File: src/rtl/npc_pc_unit.sv
// Next-PC generator with the fetch PC register and a one-entry redirect buffer.
// Picks the next fetch address from sequential, branch, jump, jump-register and exception targets.
//
// state | meaning
// IDLE  | no redirect buffered; pend_valid=0
// PEND  | a redirect arrived during a stall and waits in pend_target
module npc_pc_unit #(
  parameter int WIDTH = 32,
  parameter int OFF_W = 16,
  parameter int IDX_W = 26,
  parameter logic [WIDTH-1:0] RESET_PC    = 32'h0000_3000,
  parameter logic [WIDTH-1:0] EXC_HANDLER = 32'h0000_4180
) (
  input  logic             clk,
  input  logic             reset_n,
  input  logic             stall,
  input  logic [2:0]       op,
  input  logic [WIDTH-1:0] pc_d,
  input  logic [OFF_W-1:0] off,
  input  logic [IDX_W-1:0] idx,
  input  logic [WIDTH-1:0] rs_val,
  input  logic             exc_req,
  input  logic             eret_req,
  input  logic [WIDTH-1:0] epc_in,
  output logic [WIDTH-1:0] pc,
  output logic             pend_valid,
  output logic             adel_if
);

  localparam logic [0:0] IDLE = 1'b0;
  localparam logic [0:0] PEND = 1'b1;

  localparam logic [WIDTH-1:0] FOUR = {{(WIDTH-3){1'b0}}, 3'd4};

  logic [0:0]       state;
  logic [WIDTH-1:0] pend_target;
  logic [WIDTH-1:0] off_sext;
  logic [WIDTH-1:0] br_target;
  logic [WIDTH-1:0] j_target;
  logic [WIDTH-1:0] redir_target;
  logic             redir;

  assign off_sext  = {{(WIDTH-OFF_W){off[OFF_W-1]}}, off};
  assign br_target = pc_d + FOUR + (off_sext << 2);

  // The jump keeps the upper region bits of pc_d; when none remain the index fills the PC.
  generate
    if (WIDTH > IDX_W + 2) begin : g_j_region
      assign j_target = {pc_d[WIDTH-1:IDX_W+2], idx, 2'b00};
    end else begin : g_j_full
      assign j_target = {idx, 2'b00};
    end
  endgenerate

  always_comb begin
    redir        = 1'b0;
    redir_target = '0;
    case (op)
      3'b001: begin redir = 1'b1; redir_target = br_target; end
      3'b010: begin redir = 1'b1; redir_target = j_target;  end
      3'b011: begin redir = 1'b1; redir_target = rs_val;    end
      default: begin redir = 1'b0; redir_target = '0;       end
    endcase
  end

  always_ff @(posedge clk) begin
    if (!reset_n) begin
      pc          <= RESET_PC;
      pend_target <= '0;
      state       <= IDLE;
    end else if (exc_req) begin
      pc          <= EXC_HANDLER;
      pend_target <= '0;
      state       <= IDLE;
    end else if (eret_req) begin
      pc          <= epc_in;
      pend_target <= '0;
      state       <= IDLE;
    end else if (stall) begin
      if (redir) begin
        pend_target <= redir_target;
        state       <= PEND;
      end
    end else if (redir) begin
      pc          <= redir_target;
      pend_target <= '0;
      state       <= IDLE;
    end else if (state == PEND) begin
      pc          <= pend_target;
      pend_target <= '0;
      state       <= IDLE;
    end else begin
      pc <= pc + FOUR;
    end
  end

  assign pend_valid = (state == PEND);
  assign adel_if    = |pc[1:0];

endmodule
File: config.mk
export PLATFORM = sky130hd
export DESIGN_NAME = npc_pc_unit
export DESIGN_NICKNAME = d
export VERILOG_FILES = /design/src/rtl/npc_pc_unit.sv
export SDC_FILE = /design/constraint.sdc
export NUM_CORES = 1
export LEC_CHECK = 0
export CELL_PAD_IN_SITES_DETAIL_PLACEMENT = 0
export CELL_PAD_IN_SITES_GLOBAL_PLACEMENT = 1
export CORE_UTILIZATION = 31
export CTS_CLUSTER_DIAMETER = 60
export DETAILED_ROUTE_END_ITERATION = 16
export PLACE_DENSITY = 0.82
export SLEW_MARGIN = 20
export SYNTH_ARGS = -nofsm -noshare
export SYNTH_HDL_FRONTEND = slang
export SYNTH_SLANG_ARGS = --single-unit
export TNS_END_PERCENT = 1
File: constraint.sdc
create_clock -name clk -period 3.25 [get_ports clk]
set_input_delay 0.4875 -clock clk [delete_from_list [all_inputs] [get_ports clk]]
set_output_delay 0.4875 -clock clk [all_outputs]
set_load 0.03 [all_outputs]
==> results.yml, run 1 <==
cells_and_area:
  fillers: 1897
  layout.nets: 1275
  drive_above_1_share_pct: 16.2
  areaGrowthSynthToFinish_pct: 53.3
  mostFrequentLayoutCells: "clkdlybuf4s50_1 (171), buf_4 (106), nand2_1 (89), a21oi_1 (87), nor2_1 (77)"
  final_area_um2: 9430
  mostFrequentLayoutCell: "clkdlybuf4s50_1"
  diodes: 0
pwr:
  p_leak_nw: 3.84
  total_power_mw: 3.03
  vdd_drop_max_mv: 0.245
  power_density_nw_per_um2: 321
cts:
  holdBufCountCts: 0
  ctsRootBufferMaster: "clkbuf_16"
  htree_levels: 3
  cts_tree: "built"
  clk_pin_slew_ns: 0.06
  cts_max_path_buffers: 2
  cts_sinks: 65
  clk_latency_ns: 0.34
  cts_buffers: 9
detailed_routing:
  drtPass1Iterations: 5
  drt_iter0_drc: 621
  vias: 7036
  routedWlPerCell_um: 17.4
  ant_nets: 0
  routed_via_density: 5.26
  post-route-drc-count: 0
  wirelength_um: 23300
placement:
  port_buffers: 179
  dpl.hpwl_um: 18200
  dpl-instance-area_um2: 8880
  dp_slack_ns: -0.622
  gp_congestion: 0.910
worst_setup_path:
  crit_required_ns: 3.51
  path_class: "in -> reg"
  startpoint_type: "primary input"
  cpPeakStageDelay_ns: 0.50
  cp_slowest_cell: "clkdlybuf4s50_1"
  path_max_fanout: 4
  end_kind: "register"
  cp_cell_sequence: "clkdlybuf4s50_1, ha_4, ha_4, a21o_1, a21oi_2, a2111oi_4, o21bai_2, buf_4, nand2_1, xor2_1, nand2_1, a311o_1, a211oi_2"
  cp_data_arrival_time_ns: 3.38
yosys:
  synth-seq-cells: 65
  syn_inst: 818
  ys_seq_area_share_pct: 21.2
  avgSynthCellArea_um2: 7.52
  synth-async-reset-ratio_pct: 0
  synth_flop_cell: "dfxtp_1"
  yosysWarnings: 0
  synth_edf_count: 0
  yosysTopAreaCell: "dfxtp_1"
  yosys.area.top_type_share_pct: 21.2
  ys_types: 64
  synthesis.area_um2: 6150
  synthTopCellsByArea: "dfxtp_1 (21%), ha_1 (12%), a21oi_1 (7.2%)"
  synth_nets: 1023
sta:
  fin_ws_ns: 0.130
  maxSlewHeadroom_pct: 51.0
  finalMaxSlewViolations: 0
  finalHoldViolations: 0
  worstMarginPinSlew_ns: 0.727
  clock_skew_ns: 0.00739
  max_freq_mhz: 321
  rsz0062_at_grt: "true"
  finalSetupViolCount: 0
  final.min_clock_period_ns: 3.12
  finalCritPeriodShare_pct: 96.0
global_routing:
  grt_pass1_vias: 6649
  grt_util_all_layers_pct: 22.8
  gr-total-overflow: 0
  grt_max_degree: 51
  grt_pass1_wl_um: 36000
  antenna_found_initial: 0
run_status:
  status: "finished, final reports clean"
floorplan:
  die-area_um2: 20400
  die_y_um: 143
  die_w_um: 143
  num_rows: 51
  core-area_um2: 19500
  pin_count: 180
  initial_core_util_pct: 31.6
flow_run:
  maxCapViolCount: 0
worst_hold_path:
  worstHoldPathType: "reg -> reg"
## final timing paths
path | from | to | slack [ns] | cells past startpoint
worst max-delay path | off[4] | pc[16] | 0.13 | 13
worst min-delay path | pend_target[30] | pend_target[30] | 0.44 | 2
worst max register to register | pc[7] | pc[23] | 0.58 | 9
worst min register to register | pend_target[30] | pend_target[30] | 0.44 | 2
## where the power goes
group	total, mW	internal (mW)	switching [mW]
registers	0.857	0.823	0.0344
logic	1.31	0.662	0.649
clock network	0.860	0.503	0.357
total	3.03	1.99	1.04
## sequential cells by signal, summed over array words and instances, names as in the netlist, named ones only
register and cells:
pc 30, pend_valid 1, pend_target 32
## stage by stage
step / hold WS, ns / setup TNS [ns] / util [%] / std cells
after detailed placement: 0.433 / -15.12 / 45.6 / 1320
after floorplan: 0.415 / 0 / - / 818
after global routing: 0.476 / -0.00713 / 48.4 / 1338
after CTS: 0.441 / -0.0552 / 47.3 / 1335
after global placement: 0.432 / -13.92 / 45.6 / 1320
final: 0.441 / 0 / 48.4 / 1338
## per-layer routing
| metal | vias up | wire, um | global-route usage, % |
|---|---|---|---|
| met3 | 29 | 1250 | 2.28 |
| li1 | 3533 | - | - |
| met1 | 3223 | 11400 | 32.3 |
| met2 | 251 | 10300 | 36.9 |
| met5 | - | 0 | 0 |
| met4 | 0 | 343 | 5.55 |
## Yosys cell counts, types with 6 or more instances
cell type / count
a21oi_1: 89
nand2_1: 89
nor2_1: 78
o21ai_0: 74
dfxtp_1: 65
ha_1: 58
clkbuf_1: 36
nand3_1: 27
xnor2_1: 25
xor2_1: 23
a21o_1: 18
a22o_1: 18
mux2i_1: 18
inv_1: 15
a211oi_1: 12
a22oi_1: 10
nor3_1: 10
o211ai_1: 9
nand4_1: 8
a221oi_1: 7
a31oi_1: 7
o21a_1: 7
or3_1: 7
and4_1: 6
nand2b_1: 6
o21ai_1: 6
o22ai_1: 6
## cells by family (layout without fill, tap and decap cells)
family,after synthesis,after routing,share of synthesized area (%)
flops,65,65,21.2
buf+inv,64,319,4.01
simple gates,251,251,18.9
mux,22,22,3.66
compound gates,309,309,33.3
xor+xnor,48,48,6.84
fa+ha+maj,59,59,12.1
## area by class of cell
cell class / count / area (um2) / share of cell area (%)
repair buffers: 287 / 2610 / 27.7
multi-input cells: 689 / 4860 / 51.6
flip-flops and latches: 65 / 1300 / 13.8
clock inverters: 4 / 22.5 / 0.239
clock buffers: 10 / 229 / 2.43
well taps: 265 / 332 / 3.52
inverters: 18 / 67.6 / 0.717
## critical path: cells and delay by family
kind,cells,cell delay [ns]
adders and majority gates,2,0.52
xor gates and xnor gates,1,0.16
buffers and inverters,2,0.65
AOI/OAI and AO/OA,6,1.38
and+or+nand+nor,2,0.19
## timing repair
action,CTS,global route
setup endpoints to repair,23,29
setup buffers,1,3
gates cloned,0,0
pin swaps,15,34
gates resized for setup,14,41
Power figures use the tool's default switching activity.
==> run 2: changes to the inputs <==
--- a/config.mk
+++ b/config.mk
@@ -7,12 +7,12 @@
 export LEC_CHECK = 0
 export CELL_PAD_IN_SITES_DETAIL_PLACEMENT = 0
 export CELL_PAD_IN_SITES_GLOBAL_PLACEMENT = 1
-export CORE_UTILIZATION = 31
+export CORE_UTILIZATION = 35
 export CTS_CLUSTER_DIAMETER = 60
 export DETAILED_ROUTE_END_ITERATION = 16
-export PLACE_DENSITY = 0.82
+export PLACE_DENSITY = 0.88
 export SLEW_MARGIN = 20
 export SYNTH_ARGS = -nofsm -noshare
 export SYNTH_HDL_FRONTEND = slang
 export SYNTH_SLANG_ARGS = --single-unit
-export TNS_END_PERCENT = 1
+export TNS_END_PERCENT = 100
==> constraint.sdc (replaced) <==
create_clock -name clk -period 2.9 [get_ports clk]
set_input_delay 0.435 -clock clk [delete_from_list [all_inputs] [get_ports clk]]
set_output_delay 0.435 -clock clk [all_outputs]
set_load 0.03 [all_outputs]
==> results.yml, run 2 (synthesis results as in run 1) <==
run_status:
  status: "finished with violations"
  failed_checks: "DRC, setup timing"
cts:
  clk_pin_slew_ns: 0.05
  clk_latency_ns: 0.34
  cts_buffers: 9
  cts_tree: "built"
  htree_levels: 3
  cts_sinks: 65
  holdBufCountCts: 0
  ctsRootBufferMaster: "clkbuf_16"
  cts_max_path_buffers: 2
detailed_routing:
  ant_nets: 0
  wl_met2_um: 11300
  drt_iter0_drc: 620
  vias: 7409
  routedWlPerCell_um: 18.3
  met3_length_um: 1530
  drtPass1Iterations: 13
  drt-met1-wl_um: 10800
  top_layer: "met4"
  wirelength_um: 24200
  post-route-drc-count: 1
  routed_via_density: 5.60
cells_and_area:
  diodes: 0
  fillers: 1512
  areaGrowthSynthToFinish_pct: 67.8
  layout.nets: 1299
  top_register: "pend_target"
  final_area_um2: 10300
  mostFrequentLayoutCells: "clkdlybuf4s50_1 (139), buf_4 (125), nand2_1 (85), nor2_1 (76), a21oi_1 (76)"
  mostFrequentLayoutCell: "clkdlybuf4s50_1"
  largest_reg_flops: 32
  drive_above_1_share_pct: 25.2
placement:
  gp_congestion: 0.912
  dp_slack_ns: -0.772
  port_buffers: 179
  dpl.hpwl_um: 18000
  dpl-instance-area_um2: 9000
sta:
  fin_ws_ns: -0.00844
  rsz0062_at_grt: "true"
  hold_ws_ns: 0.444
  final.min_clock_period_ns: 2.91
  maxSlewHeadroom_pct: 18.4
  max_freq_mhz: 344
  setup_tns_ns: -0.00844
  finalCritPeriodShare_pct: 100
  finalMaxSlewViolations: 0
  clock_skew_ns: 0.0102
  worstMarginPinSlew_ns: 1.21
  finalHoldViolations: 0
  finalSetupViolCount: 1
worst_setup_path:
  critical_path.top_delay_family: "compound AO/OA/AOI/OAI gates"
  crit_required_ns: 3.12
  cp_num_buf_inv: 2
  cp_common_cell: "ha_4"
  path_class: "in -> reg"
  startpoint_type: "primary input"
  cp_data_arrival_time_ns: 3.12
  cp_cell_sequence: "buf_6, ha_4, ha_4, fa_2, a211oi_4, o21ai_2, a2111oi_4, buf_4, o21ai_4, xnor2_2, o22ai_2, a211o_1, o211ai_1, a21oi_1"
  path_max_fanout: 2
  cp_slowest_cell: "a2111oi_4"
  cpPeakStageDelay_ns: 0.44
  end_kind: "register"
floorplan:
  die_y_um: 135
  initial_core_util_pct: 35.7
  core-area_um2: 17200
  pin_count: 180
  num_rows: 48
  die-area_um2: 18100
  die_w_um: 135
pwr:
  vdd_drop_max_mv: 0.343
  p_leak_nw: 4.23
  power_density_nw_per_um2: 373
global_routing:
  antenna_found_initial: 0
  grt_pass1_vias: 6997
  gr-total-overflow: 0
  grt_util_all_layers_pct: 26.2
  grt_pass1_wl_um: 37300
  grt_max_degree: 51
worst_hold_path:
  worstHoldPathType: "reg -> reg"
flow_run:
  maxCapViolCount: 0
[run 2: cell count changes in the layout (fill, tap and decap cells not counted), sizes merged]
| cell | previous run | this run |
|---|---|---|
| dlygate4sd2 | 0 | 2 |
| buf | 109 | 139 |
| bufinv | 0 | 2 |
| clkinvlp | 1 | 0 |
| clkdlybuf4s15 | 1 | 3 |
| dlymetal6s2s | 5 | 24 |
| clkdlybuf4s50 | 171 | 139 |
| clkbuf | 11 | 15 |
[run 2: routing by layer]
metal,GRT usage [%],vias to the layer above
li1,-,3589
met1,35.7,3454
met2,43.3,326
met3,3.04,40
met4,8.11,0
met5,0,-
[run 2: repair_timing]
item,in CTS,in global routing
endpoints found under the setup margin,42,35
buffers inserted,11,6
gates cloned,1,0
pin swaps,52,61
gates resized for setup,90,96
[run 2: area by class of cell]
type | instances | area, um2 | share of cell area, %
Multi-Input combinational cell | 689 | 5480 | 53.1
Tap cell | 225 | 282 | 2.73
Inverter | 18 | 70.1 | 0.679
Sequential cell | 65 | 1300 | 12.6
Timing Repair Buffer | 311 | 2860 | 27.7
Clock buffer | 11 | 243 | 2.35
Clock inverter | 5 | 78.8 | 0.764
[run 2: stage by stage]
step           cells  utilization, %  power, mW
5_1_grt         1324            59.9       4.04
3_5_place_dp    1293            52.2       2.37
3_3_place_gp    1293            52.2       2.36
2_1_floorplan    818               -       1.70
6_report        1324            59.9       3.85
4_1_cts         1321            57.0       3.69
[run 2: worst reg2reg max path, stage by stage (launching register included)]
cell      delay (ns)
dfxtp_1         0.45
and4_1          0.28
nand3_1         0.30
nor4_4          0.50
nand3_1         0.15
xor2_1          0.17
o21ai_0         0.10
a211o_1         0.29
o211ai_1        0.09
a21oi_1         0.09
[run 2: path summary, 6_finish.rpt]
path | from | end | slack, ns | cells past startpoint
min | pend_target[30] | pend_target[30] | 0.44 | 2
max | pc_d[3] | pc[23] | -0.008 | 14
max reg2reg | pc[7] | pc[23] | 0.36 | 9
min reg2reg | pend_target[30] | pend_target[30] | 0.44 | 2
[run 2: power breakdown]
group          switching [mW]  leakage [nW]  internal [mW]  total, mW
Clock                   0.402         0.159          0.774       1.18
Combinational           0.826          3.54          0.888       1.71
Sequential             0.0386         0.529          0.922      0.961
Total                    1.27          4.23           2.58       3.85
==> run 3: changes to the inputs <==
--- a/config.mk
+++ b/config.mk
@@ -9,7 +9,9 @@
 export CELL_PAD_IN_SITES_GLOBAL_PLACEMENT = 1
 export CORE_UTILIZATION = 35
 export CTS_CLUSTER_DIAMETER = 60
+export CTS_CLUSTER_SIZE = 25
 export DETAILED_ROUTE_END_ITERATION = 16
+export HOLD_SLACK_MARGIN = 0.02
 export PLACE_DENSITY = 0.88
 export SLEW_MARGIN = 20
 export SYNTH_ARGS = -nofsm -noshare
==> results of run 3 <==
Final layout, timing and power as in run 2 (identical DEF).
==> edit, RTL diff (config.mk and constraints of run 1) <==
The parameter `WIDTH` goes from 32 to 48.
--- a/src/rtl/npc_pc_unit.sv
+++ b/src/rtl/npc_pc_unit.sv
@@ -6,5 +6,5 @@
 // PEND  | a redirect arrived during a stall and waits in pend_target
 module npc_pc_unit #(
-  parameter int WIDTH = 32,
+  parameter int WIDTH = 48,
   parameter int OFF_W = 16,
   parameter int IDX_W = 26,
Interface: changed (resized epc_in, pc, pc_d and rs_val); port bits go from 180 to 244. No check against the original RTL was run, so the function may have changed too.
==> edit against run 1 <==
Largest cell class unchanged. Design area increased by 63%. Total power grew 61%. Routed wire length up 81%. Register-to-register slack worse by 0.09 ns. Worst setup slack worse by 0.076 ns. Die area grew 52%. Non-clock buffer count increased by 214. Count of clock-buffer cells in the layout shrank 1. Sequential cell count is 32 higher. Synthesized area rose by 53%.
==> edit: results (changes against run 1) <==
Synthesis
  – Sequential area share after synthesis: 20.6% (-0.53 points)
  – Post-Syn Instances: 1276 (+56%)
  – Synth top area share: 20.6% (-0.53 points)
  – Distinct cells, synth: 80 (+25%)
  – Yosys reg bits: 97 (+49%)
  – Post-synthesis net count: 1561 (+53%)

Layout
  – #MultiIn Comb: 1068 (+55%)
  – Layout cells sized above 1: 24.7% (+8.5 points)
  – Non-CTS inverters: 31 (+13)
  – Fin util: 51.8% (+3.3 points)
  – Non-clk bufs: 501 (+75%)
  – Area of the multi-input gates: 0.00806 mm^2 (+66%)

Detailed routing
  – Routed WL per cell: 20.0 um (+15%)
  – Post-Route WL: 42.0 mm (+81%)
  – Initial DRC count: 1081 (+74%)

Hold path
  – Hold Path Origin: pend_target[33]
  – WHS Endpoint: pend_target[33]

Timing
  – Worst setup margin: 0.0536 ns (-0.0765 ns)
  – Min Hold Slack: 0.446 ns (+0.00508 ns)

Worst setup path
  – CP endpoint: pc[27]
  – FF-to-FF Start: pc[15]
  – Worst R2R Setup Slack: 0.49 ns (-0.09 ns)

Power
  – Pleak: 6.19 nW (+61%)

GRT
  – Total Routing Usage GR: 26.0% (+3.1 points)
  – Met2 usage: 41.4% (+4.6 points)
  – Vias in the first global route: 11300 (+70%)
  – Met3 global-route usage: 3.62% (+1.3 points)
  – Initial antenna violation count: 1 (+1)
  – Met1 GRT Util: 36.4% (+4.1 points)

Status
  – Outcome: complete, no violations

Place
  – Detailed placer's ending HPWL: 32.4 mm (+78%)
  – Pre-CTS setup slack: -0.751 ns (-0.129 ns)
[edit: changes by cell type in the layout (fill, tap and decap cells not counted), sizes merged, moves of 32 or more]
| cell | change |
|---|---|
| a21oi | +37 |
| buf | +152 |
| dfxtp | +32 |
| ha | +32 |
| nand2 | +41 |
| nor2 | +34 |
| o21ai | +46 |
[edit: per-layer routing]
layer	routed length, um	share of wire (%)	up-vias
met5	13	0.031	-
met2	18900	45	539
li1	-	-	5629
met3	3350	8.0	67
met4	896	2.1	2
met1	18900	45	5548
[edit: kinds of logic after synthesis]
kind of cell | count (synthesis) | synth area share (%)
buffers and inverters | 111 | 4.52
multiplexers | 14 | 1.57
XOR/XNOR | 76 | 7.07
flip-flops | 97 | 20.6
AND/OR/NAND/NOR | 399 | 19.8
AO/OA/AOI/OAI | 488 | 34.2
adder cells (fa/ha/maj) | 91 | 12.2
[edit: power by group through the flow]
| stage | sequential (mW) | clock (mW) | combinational [mW] |
|---|---|---|---|
| final | 1.28 | 1.16 | 2.42 |
| after global routing | 1.29 | 1.22 | 2.59 |
| after CTS | 1.28 | 1.17 | 2.24 |
| after detailed placement | 1.31 | 0 | 2.08 |
| after global placement | 1.31 | 0 | 2.07 |
| after floorplan | 1.36 | 0 | 0.958 |
[edit: critical path, stage by stage]
cell	delay, ns
clkdlybuf4s50_1	0.41
ha_1	0.34
ha_4	0.30
nand2_2	0.06
nor2_2	0.09
buf_4	0.15
nand4_1	0.16
a21oi_2	0.27
nor3_4	0.08
buf_6	0.12
xnor2_1	0.11
a222oi_1	0.56
buf_4	0.23
a221oi_2	0.05
[edit: what timing repair did]
item,4_1_cts,5_1_grt
pin swaps,41,50
gates resized for setup,80,113
setup endpoints to repair,54,50
cloned,1,0
setup buffers,10,4
